[config.mk]
export PLATFORM = sky130hd
export DESIGN_NAME = if_id_skid_reg
export DESIGN_NICKNAME = d
export VERILOG_FILES = /design/src/rtl/pipe_defs.sv /design/src/rtl/if_id_slot.sv /design/src/rtl/if_id_skid_reg.sv
export SDC_FILE = /design/constraint.sdc
export NUM_CORES = 1
export LEC_CHECK = 0
export CAP_MARGIN = 40
export CORE_AREA = 2 2 207 107
export CTS_CLUSTER_SIZE = 30
export DETAILED_ROUTE_END_ITERATION = 10
export DIE_AREA = 0 0 209 109
export PLACE_DENSITY = 0.72
export RECOVER_POWER = 25
export SYNTH_ARGS = -nofsm -noshare
export SYNTH_HDL_FRONTEND = slang
export SYNTH_SLANG_ARGS = --single-unit
[constraint.sdc]
create_clock -name clk -period 1.85 [get_ports clk]
set_clock_uncertainty 0.1 [all_clocks]
set_input_delay 0.555 -clock clk [delete_from_list [all_inputs] [get_ports clk]]
set_output_delay 0.555 -clock clk [all_outputs]
set_load 0.1 [all_outputs]
[src/rtl/pipe_defs.sv]
// Shared IF/ID pipeline definitions: bubble instruction, skid-buffer state encoding, payload layout.
package pipe_defs;

    localparam int unsigned PIPE_DW = 32;
    localparam logic [PIPE_DW-1:0] NOP_INST = 32'h0000_0000;

    typedef enum logic [1:0] {
        EMPTY = 2'd0,
        ONE   = 2'd1,
        FULL  = 2'd2
    } state_t;

    // Payload bundle as it sits in a slot register: {pc, pc_4, inst}
    typedef struct packed {
        logic [PIPE_DW-1:0] pc;
        logic [PIPE_DW-1:0] pc_4;
        logic [PIPE_DW-1:0] inst;
    } if_id_payload_t;

endpackage

[src/rtl/if_id_slot.sv]
// One skid-buffer payload register; loads only when its slot is written.
module if_id_slot #(
    parameter int unsigned W       = 96,
    parameter logic [W-1:0] RST_VAL = '0
) (
    input  logic         clk,
    input  logic         rst,
    input  logic         load,
    input  logic [W-1:0] d,
    output logic [W-1:0] q
);

    always_ff @(posedge clk) begin
        if (rst) begin
            q <= RST_VAL;
        end else if (load) begin
            q <= d;
        end
    end

endmodule

[src/rtl/if_id_skid_reg.sv]
// IF/ID pipeline register with a 2-entry skid buffer so if_ready never depends on id_ready.
module if_id_skid_reg #(
    parameter int unsigned   DW       = pipe_defs::PIPE_DW,
    parameter logic [DW-1:0] NOP_INST = DW'(pipe_defs::NOP_INST),
    parameter int unsigned   CNT_W    = 16
) (
    input  logic             clk,
    input  logic             rst,
    input  logic             if_valid,
    output logic             if_ready,
    input  logic [DW-1:0]    if_pc,
    input  logic [DW-1:0]    if_pc_4,
    input  logic [DW-1:0]    if_inst,
    input  logic             flush,
    output logic             id_valid,
    input  logic             id_ready,
    output logic [DW-1:0]    id_pc,
    output logic [DW-1:0]    id_pc_4,
    output logic [DW-1:0]    id_inst,
    output logic [CNT_W-1:0] stall_cnt
);

    import pipe_defs::*;

    localparam int unsigned PW = 3 * DW;
    localparam logic [PW-1:0] MAIN_RST = {{(2 * DW){1'b0}}, NOP_INST};

    state_t        state;
    logic          accept;
    logic          consume;
    logic          main_load;
    logic          skid_load;
    logic [PW-1:0] if_payload;
    logic [PW-1:0] main_d;
    logic [PW-1:0] main_q;
    logic [PW-1:0] skid_q;

    assign accept     = if_valid & if_ready;
    assign consume    = id_valid & id_ready;
    assign if_payload = {if_pc, if_pc_4, if_inst};

    // Main refills from fetch except when draining the skid entry forward
    assign main_d    = (state == FULL) ? skid_q : if_payload;
    assign main_load = !flush && (((state == EMPTY) && accept) ||
                                  ((state == ONE) && accept && consume) ||
                                  ((state == FULL) && consume));
    assign skid_load = !flush && (state == ONE) && accept && !consume;

    if_id_slot #(.W(PW), .RST_VAL(MAIN_RST)) u_main (
        .clk  (clk),
        .rst  (rst),
        .load (main_load),
        .d    (main_d),
        .q    (main_q)
    );

    if_id_slot #(.W(PW), .RST_VAL('0)) u_skid (
        .clk  (clk),
        .rst  (rst),
        .load (skid_load),
        .d    (if_payload),
        .q    (skid_q)
    );

    // State plus the registered handshake outputs derived from the next state
    always_ff @(posedge clk) begin
        if (rst) begin
            state    <= EMPTY;
            id_valid <= 1'b0;
            if_ready <= 1'b1;
        end else if (flush) begin
            state    <= EMPTY;
            id_valid <= 1'b0;
            if_ready <= 1'b1;
        end else begin
            case (state)
                EMPTY: begin
                    if (accept) begin
                        state    <= ONE;
                        id_valid <= 1'b1;
                    end
                end
                ONE: begin
                    if (accept && !consume) begin
                        state    <= FULL;
                        if_ready <= 1'b0;
                    end else if (!accept && consume) begin
                        state    <= EMPTY;
                        id_valid <= 1'b0;
                    end
                end
                FULL: begin
                    if (consume) begin
                        state    <= ONE;
                        if_ready <= 1'b1;
                    end
                end
                default: begin
                    state    <= EMPTY;
                    id_valid <= 1'b0;
                    if_ready <= 1'b1;
                end
            endcase
        end
    end

    // Saturating count of ID hazard-stall cycles; only reset clears it
    always_ff @(posedge clk) begin
        if (rst) begin
            stall_cnt <= '0;
        end else if (id_valid && !id_ready && (stall_cnt != '1)) begin
            stall_cnt <= stall_cnt + CNT_W'(1);
        end
    end

    assign id_pc   = main_q[PW-1:2*DW];
    assign id_pc_4 = main_q[2*DW-1:DW];
    assign id_inst = id_valid ? main_q[DW-1:0] : NOP_INST;

endmodule

# Word level (Yosys, flattened, before mapping)
# Cells that the tools add are included.
[classes] reduce_logical=23 n_lt_le_gt_ge=0 eq_ne=9 div_mod_pow=0 mul=0 bitwise_logic=4 n_shift=0 add_sub_neg=1 muxes=14
[op_table] operator="$mux W96" count=1
[op_table] operator="$mux W32" count=1
[op_table] operator="$add A16 B1 Y16 const B" count=1
[op_table] operator="$ne A16 B16 Y1 const B" count=1
[op_table] operator="$logic_and A1 B1 Y1" count=12
[op_table] operator="$mux W2" count=4
[op_table] operator="$ne A2 B2 Y1 const B" count=3
[op_table] operator="$pmux W1 S3" count=2
[op_table] operator="$pmux W2 S3" count=1
[op_table] operator="$reduce_and A3 Y1" count=2
[op_table] operator="$mux W1" count=5
[op_table] operator="$logic_not A1 Y1" count=4
[op_table] operator="$ne A2 B1 Y1 const B" count=2
[op_table] operator="$reduce_and A4 Y1" count=1
[op_table] operator="$ne A3 B1 Y1 const B" count=1
[op_table] operator="$and A1 B1 Y1" count=2
[op_table] operator="$eq A2 B1 Y1 const B" count=1
[op_table] operator="$eq A2 B2 Y1 const B" count=1
[op_table] operator="$logic_not A2 Y1" count=1
[op_table] operator="$logic_or A1 B1 Y1" count=2
[op_table] operator="$not A1 Y1" count=2
[op_table] operator="$reduce_or A2 Y1" count=1
[totals] n_memories=0 rom_bits=0 reg_bits=212 latch_bits=0 elab_cells=57 ramBits=0

# Logic depth before layout (Yosys ltp)
[logic_depth] word_depth=6 ltp_mapped=7 ltp_nobuf=5

# Modules after synthesis
# A second synthesis with hierarchy kept.
[hier_totals] cells_unflattened=896 area_unflattened_um2=9312.7
[by_module_without_submodules] module="if_id_slot" seq_area_each_um2=1921.8 area_per_inst_um2=3429.5 cells_per_inst=310 n_inst=2
[by_module_without_submodules] module="if_id_skid_reg" seq_area_each_um2=400.4 area_per_inst_um2=2453.6 cells_per_inst=276 n_inst=1

# Worst setup path after synthesis
# No wires, ideal clock.
[synth_timing] path_type="flip-flop to output port" from="register id_valid" to="output id_inst[0]" stages_incl_launch_ff=4 t_required_ns=1.195 slack_ns=-1.076 n_path_buf=2 t_arrival_ns=2.271 cell_sequence="dfxtp_1 > buf_2 > clkbuf_1 > and2_1"
[synth_between] elab_chain_len=1
[synth_lines] item="from (decl)" line_no="if_id_skid_reg.sv:15" rtl="output logic id_valid,"
[synth_lines] item="from (signal assigned)" line_no="if_id_skid_reg.sv:69" rtl="id_valid <= 1'b0;"
[synth_lines] item="from (signal assigned)" line_no="if_id_skid_reg.sv:73" rtl="id_valid <= 1'b0;"
[synth_lines] item="from (signal assigned)" line_no="if_id_skid_reg.sv:80" rtl="id_valid <= 1'b1;"
[synth_lines] item="$mux W32" line_no="if_id_skid_reg.sv:118" rtl="assign id_inst = id_valid ? main_q[DW-1:0] : NOP_INST;"
[synth_lines] item="to (decl)" line_no="if_id_skid_reg.sv:19" rtl="output logic [DW-1:0] id_inst,"
# Every way passes these cells.

# Worst setup path after layout
[layout_timing] from="register id_valid" to="register u_main.q[58]"
[layout_between] elab_chain_len=5 elab_cells_between_ends=6 classes_between="bitwise (1); reduce/logical (5)"
[layout_lines] item="$and A1 B1 Y1 (*)" line_no="if_id_skid_reg.sv:39" rtl="assign consume = id_valid & id_ready;"
[layout_lines] item="$logic_and A1 B1 Y1" line_no="if_id_skid_reg.sv:45" rtl="((state == ONE) && accept && consume) ||"
[layout_lines] item="$logic_or A1 B1 Y1" line_no="if_id_skid_reg.sv:44" rtl="assign main_load = !flush && (((state == EMPTY) && accept) ||"
[layout_lines] item="$logic_or A1 B1 Y1 (*)" line_no="if_id_skid_reg.sv:45"
[layout_lines] item="$logic_and A1 B1 Y1 (*)" line_no="if_id_skid_reg.sv:44"
[layout_lines] item="to (signal assigned)" line_no="if_id_slot.sv:15" rtl="q <= RST_VAL;"
[layout_lines] item="to (signal assigned)" line_no="if_id_slot.sv:17" rtl="q <= d;"
[layout_lines] item="to (decl)" line_no="if_id_slot.sv:10" rtl="output logic [W-1:0] q"
# Every way passes the cells marked *; elsewhere a longest branch is shown, timed or not.
# A chain may end at the register's enable or synchronous reset.

==> results by stage <==
Outcome:
- The flow ran to the end, but the final reports show violations.
- The checks that failed: negative setup slack.

STA:
- The maximum achievable frequency is 0.476 GHz.
- In this run the tightest slew margin relative to its limit is 0.684.
- In the finished design, the share of the clock period the worst path needs comes to 1.13.
- The worst path in the final design needs a cycle of 2.10 ns, including I/O delays and setup.
- The count of final max-slew check failures was 0.
- The tightest hold path in the finished design has a slack of 0.348 ns.
- Setup violations remaining at the end of the flow were counted as 225.
- At the pin with the least slew margin, the transition time is 0.473 ns.
- Setup repair after global routing could not meet its margin everywhere.
- The number of failing hold endpoints at the final stage is 0.
- Once routing completed, OpenROAD measured the worst setup slack at -0.250 ns.

Global route:
- The maximum number of pins on one net before global-route repair is 75.
- The aggregate global routing overflow is 0.
- The met2 track demand over resource in global routing is 0.361.
- The global-route met1 utilization is 0.334.
- The via count of the first global-routing pass is 7815.
- The initial antenna violation count is 0.
- The most utilized layer in the global route result is met2.
- The overall global routing resource usage is 0.232.
- The first-pass GRT wire length is 42.7 mm.
- The met3 track demand over resource in global routing is 0.0513.

Clock network:
- Counting the buffers created by CTS gives 21.
- The clock latency at the later pin of the worst-skew pair is 0.50 ns.
- Clock tree synthesis found a total of 212 sinks.
- In this run the deepest clock path goes through 3 buffers.
- The clock-pin transition on the worst setup and hold timing paths is 0.07 ns.
- In this run the number of H-tree levels came out at 1.
- The cell sitting at the root of the clock tree is a clkbuf_16.
- The TritonCTS clock tree is done.

Route:
- The number of remaining DRC errors is 0.
- For this run, the detailed router's first-pass iteration total came to 5.
- The routed layout has 9345 vias.
- For this block, the routed nets add up to 36.1 mm of wire.
- The vias per cell is 5.93.
- The detailed router's first-iteration violation count is 670.
- The count of nets left with antenna violations once routing finished came out at 0.
- The routed wirelength normalized by instance count is 22.9 um.

Pwr:
- The total design power is 12800 uW.
- The share of total power in combinational logic is 0.260.
- The share of total power dissipated in the clock network is 0.355.
- The standby leakage power is 0.00685 uW.
- The worst vdd rail ir drop is 0.000601 V.
- Of the total power, registers draw 0.385.
- Of the total power, the share spent switching nets is 0.313.
- For this design the total switching power over the nets is 4020 uW.
- The power per unit of standard cell area is 776 mW/mm^2.
- The internal power of the cells is 8830 uW.

Yosys:
- The number of nets produced by synthesis is 1197.
- In the synthesized netlist the dominant register cell turns out to be dfxtp_1.
- The number of enable flip-flop cells after synthesis is 0.
- In the synthesized netlist, the number of instances is 1095.
- The share of async-settable or async-resettable flops after synthesis is 0.
- The synthesized flop and latch total is 212.
- The mean area per synthesized cell is 8.71 sq um.
- The share of the Yosys chip area taken by registers is 0.445.
- The number of distinct library cells after synthesis is 42.
- During synthesis, Yosys emitted a total of 0 warnings.
- The summed instance area of the synthesized netlist is 0.00954 sq mm.

Setup path:
- The largest stage delay on the critical path is 0.37 ns.
- The worst setup path is launched from a flop.
- The highest net fanout along the worst path is 8.
- The critical path is of the reg2reg type.
- The critical path goes through buf_8, buf_12, a21boi_4, o22ai_4, clkbuf_16, buf_8, buf_12, a311oi_1.
- The critical path arrival is 2.38 ns.
- The worst setup path is captured at a flop.
- For the worst setup path, the data required time is 2.13 ns.
- The highest-delay cell along the critical path is dfxtp_4.

Placed design:
- The placer congestion estimate is 0.825.
- The cell area reported after detailed placement is 0.0130 sq mm.
- The number of input and output port buffers inserted is 214.
- The wire-length estimate of the detail-placed layout is 17.9 mm.

Worst hold path:
- The worst min-delay path category is in2reg.

Floorplan:
- The floorplan has 38 rows.
- The die height is 109 um.
- In this run the count of I/O pins placed on the die edge is 215.
- The die covers 0.0228 sq mm.
- The starting density of the core is 0.451.
- The die width is 209 um.
- The region available for standard cell placement spans 0.0212 sq mm.

Job:
- The number of maximum-capacitance violations is 0.

Final layout:
- The finished layout cell area is 0.0166 sq mm.
- The final layout contains 1384 nets.
- The area of the multi-input gates is 0.00602 sq mm.
- The layout filler cell count is 1248.
- The layout cell share with drive strength beyond 1 is 0.461.
- Registers take 0.00431 sq mm.
- The number of antenna cells inserted is 0.
- Relative to the synthesized area, the layout overhead comes to 73.6%.
-- critical path, delay by kind of cell, from the launching register on --
kind / cells / cell delay [ns]
flops: 1 / 0.37
buf+inv: 5 / 0.75
compound gates: 3 / 0.74
-- flip-flops by register name, summed over array words and instances, names as in the netlist --
name and cells:
if_ready 1, stall_cnt 16, id_valid 1, u_main.q 96, u_skid.q 96, state 2
-- power groups by stage --
stage	combinational [uW]	sequential (uW)	clock, uW
after floorplan	1670	4930	0
after global placement	2460	5010	0
after detailed placement	2490	5010	0
after CTS	2620	4910	4570
after global routing	3440	4960	4770
final	3340	4940	4560
-- stage by stage --
step	worst slack, ns	instances	util	TNS [ns]
after global placement	-0.639	1479	0.616	-119.39
after CTS	-0.181	1527	0.663	-5.70
after global routing	-0.293	1576	0.783	-39.97
after floorplan	-0.0692	1095	-	-0.0966
final	-0.250	1576	0.783	-26.50
after detailed placement	-0.753	1479	0.616	-134.01
-- layer usage --
layer | up-vias | part of all wire | routed length, um
met5 | - | 0 | 0
met2 | 386 | 0.48 | 17300
met1 | 4621 | 0.43 | 15600
met3 | 60 | 0.067 | 2400
li1 | 4278 | - | -
met4 | 0 | 0.021 | 744
-- synthesized netlist by cell type (6+ instances only) --
library cell | n | area share
buf_2 | 27 | 0.014
nand3_1 | 6 | 0.0031
a21oi_1 | 206 | 0.11
a311oi_1 | 96 | 0.088
o31ai_1 | 7 | 0.0055
clkbuf_1 | 65 | 0.026
and2_1 | 33 | 0.022
mux2i_1 | 96 | 0.10
or3_1 | 6 | 0.0039
buf_4 | 74 | 0.058
dfxtp_1 | 212 | 0.44
nand2_1 | 205 | 0.081
-- layout make-up --
type | instances | area share
clock buffer | 31 | 0.0364
clock inverter | 6 | 0.00672
inverter | 3 | 0.000982
multi-input combinational | 713 | 0.363
sequential | 212 | 0.260
tap | 280 | 0.0212
timing repair buffer | 331 | 0.311
-- timing repair --
action	4_1_cts	5_1_grt
pin swaps	6	276
gates resized for setup	23	399
gates cloned	5	40
hold buffers	0	0
endpoints found under the setup margin	229	207
buffers inserted	6	9
-- placed cells by master (no fill, tap or decap), types with 3 or more instances in the layout --
master           Yosys  routed
clkdlybuf4s50_1      0      96
a21oi_2              0     126
clkbuf_8             0       4
nand2_4              0      74
clkbuf_1            65       6
clkbuf_16            0      48
a311oi_2             0      45
buf_12               0     140
buf_16               0       5
nand3b_1             4       4
dfxtp_4              0      17
a311oi_1            96      51
bufinv_16            0       3
nand2_1            205     125
a21oi_1            206      64
dfxtp_1            212     194
nand3_1              6       6
or4_1                5       3
nand2_2              0       5
mux2i_1             96      96
or3_1                6       6
o21ai_0              5       5
nor3_1               5       5
and2_4               0      32
nand4_1              5       5
buf_4               74      40
buf_8                0       6
buf_6                0      14
o31ai_1              7       7
a21oi_4              0      16
nor2_1               5       5
-- cell families after synthesis --
| family | count (synthesis) | share of synthesized area |
|---|---|---|
| xor gates and xnor gates | 1 | 0.000918 |
| muxes | 98 | 0.103 |
| buffers and inverters | 170 | 0.0997 |
| AOI/OAI and AO/OA | 325 | 0.213 |
| and+or+nand+nor | 288 | 0.137 |
| DFF | 212 | 0.445 |
| adders and majority gates | 1 | 0.00131 |
-- path summary, 6_finish.rpt --
| check | startpoint | to | slack, ns | cells after the start |
|---|---|---|---|---|
| setup / recovery | id_valid$_SDFFE_PP0P_ | u_main.q[58]$_SDFFE_PP0P_ | -0.25 | 8 |
| hold / removal | rst | stall_cnt[15]$_SDFFE_PP0P_ | 0.35 | 2 |
| setup reg to reg | id_valid$_SDFFE_PP0P_ | u_main.q[58]$_SDFFE_PP0P_ | -0.25 | 8 |
| hold reg to reg | u_skid.q[17]$_SDFFE_PP0P_ | u_skid.q[17]$_SDFFE_PP0P_ | 0.36 | 2 |
Power figures use the tool's default switching activity.
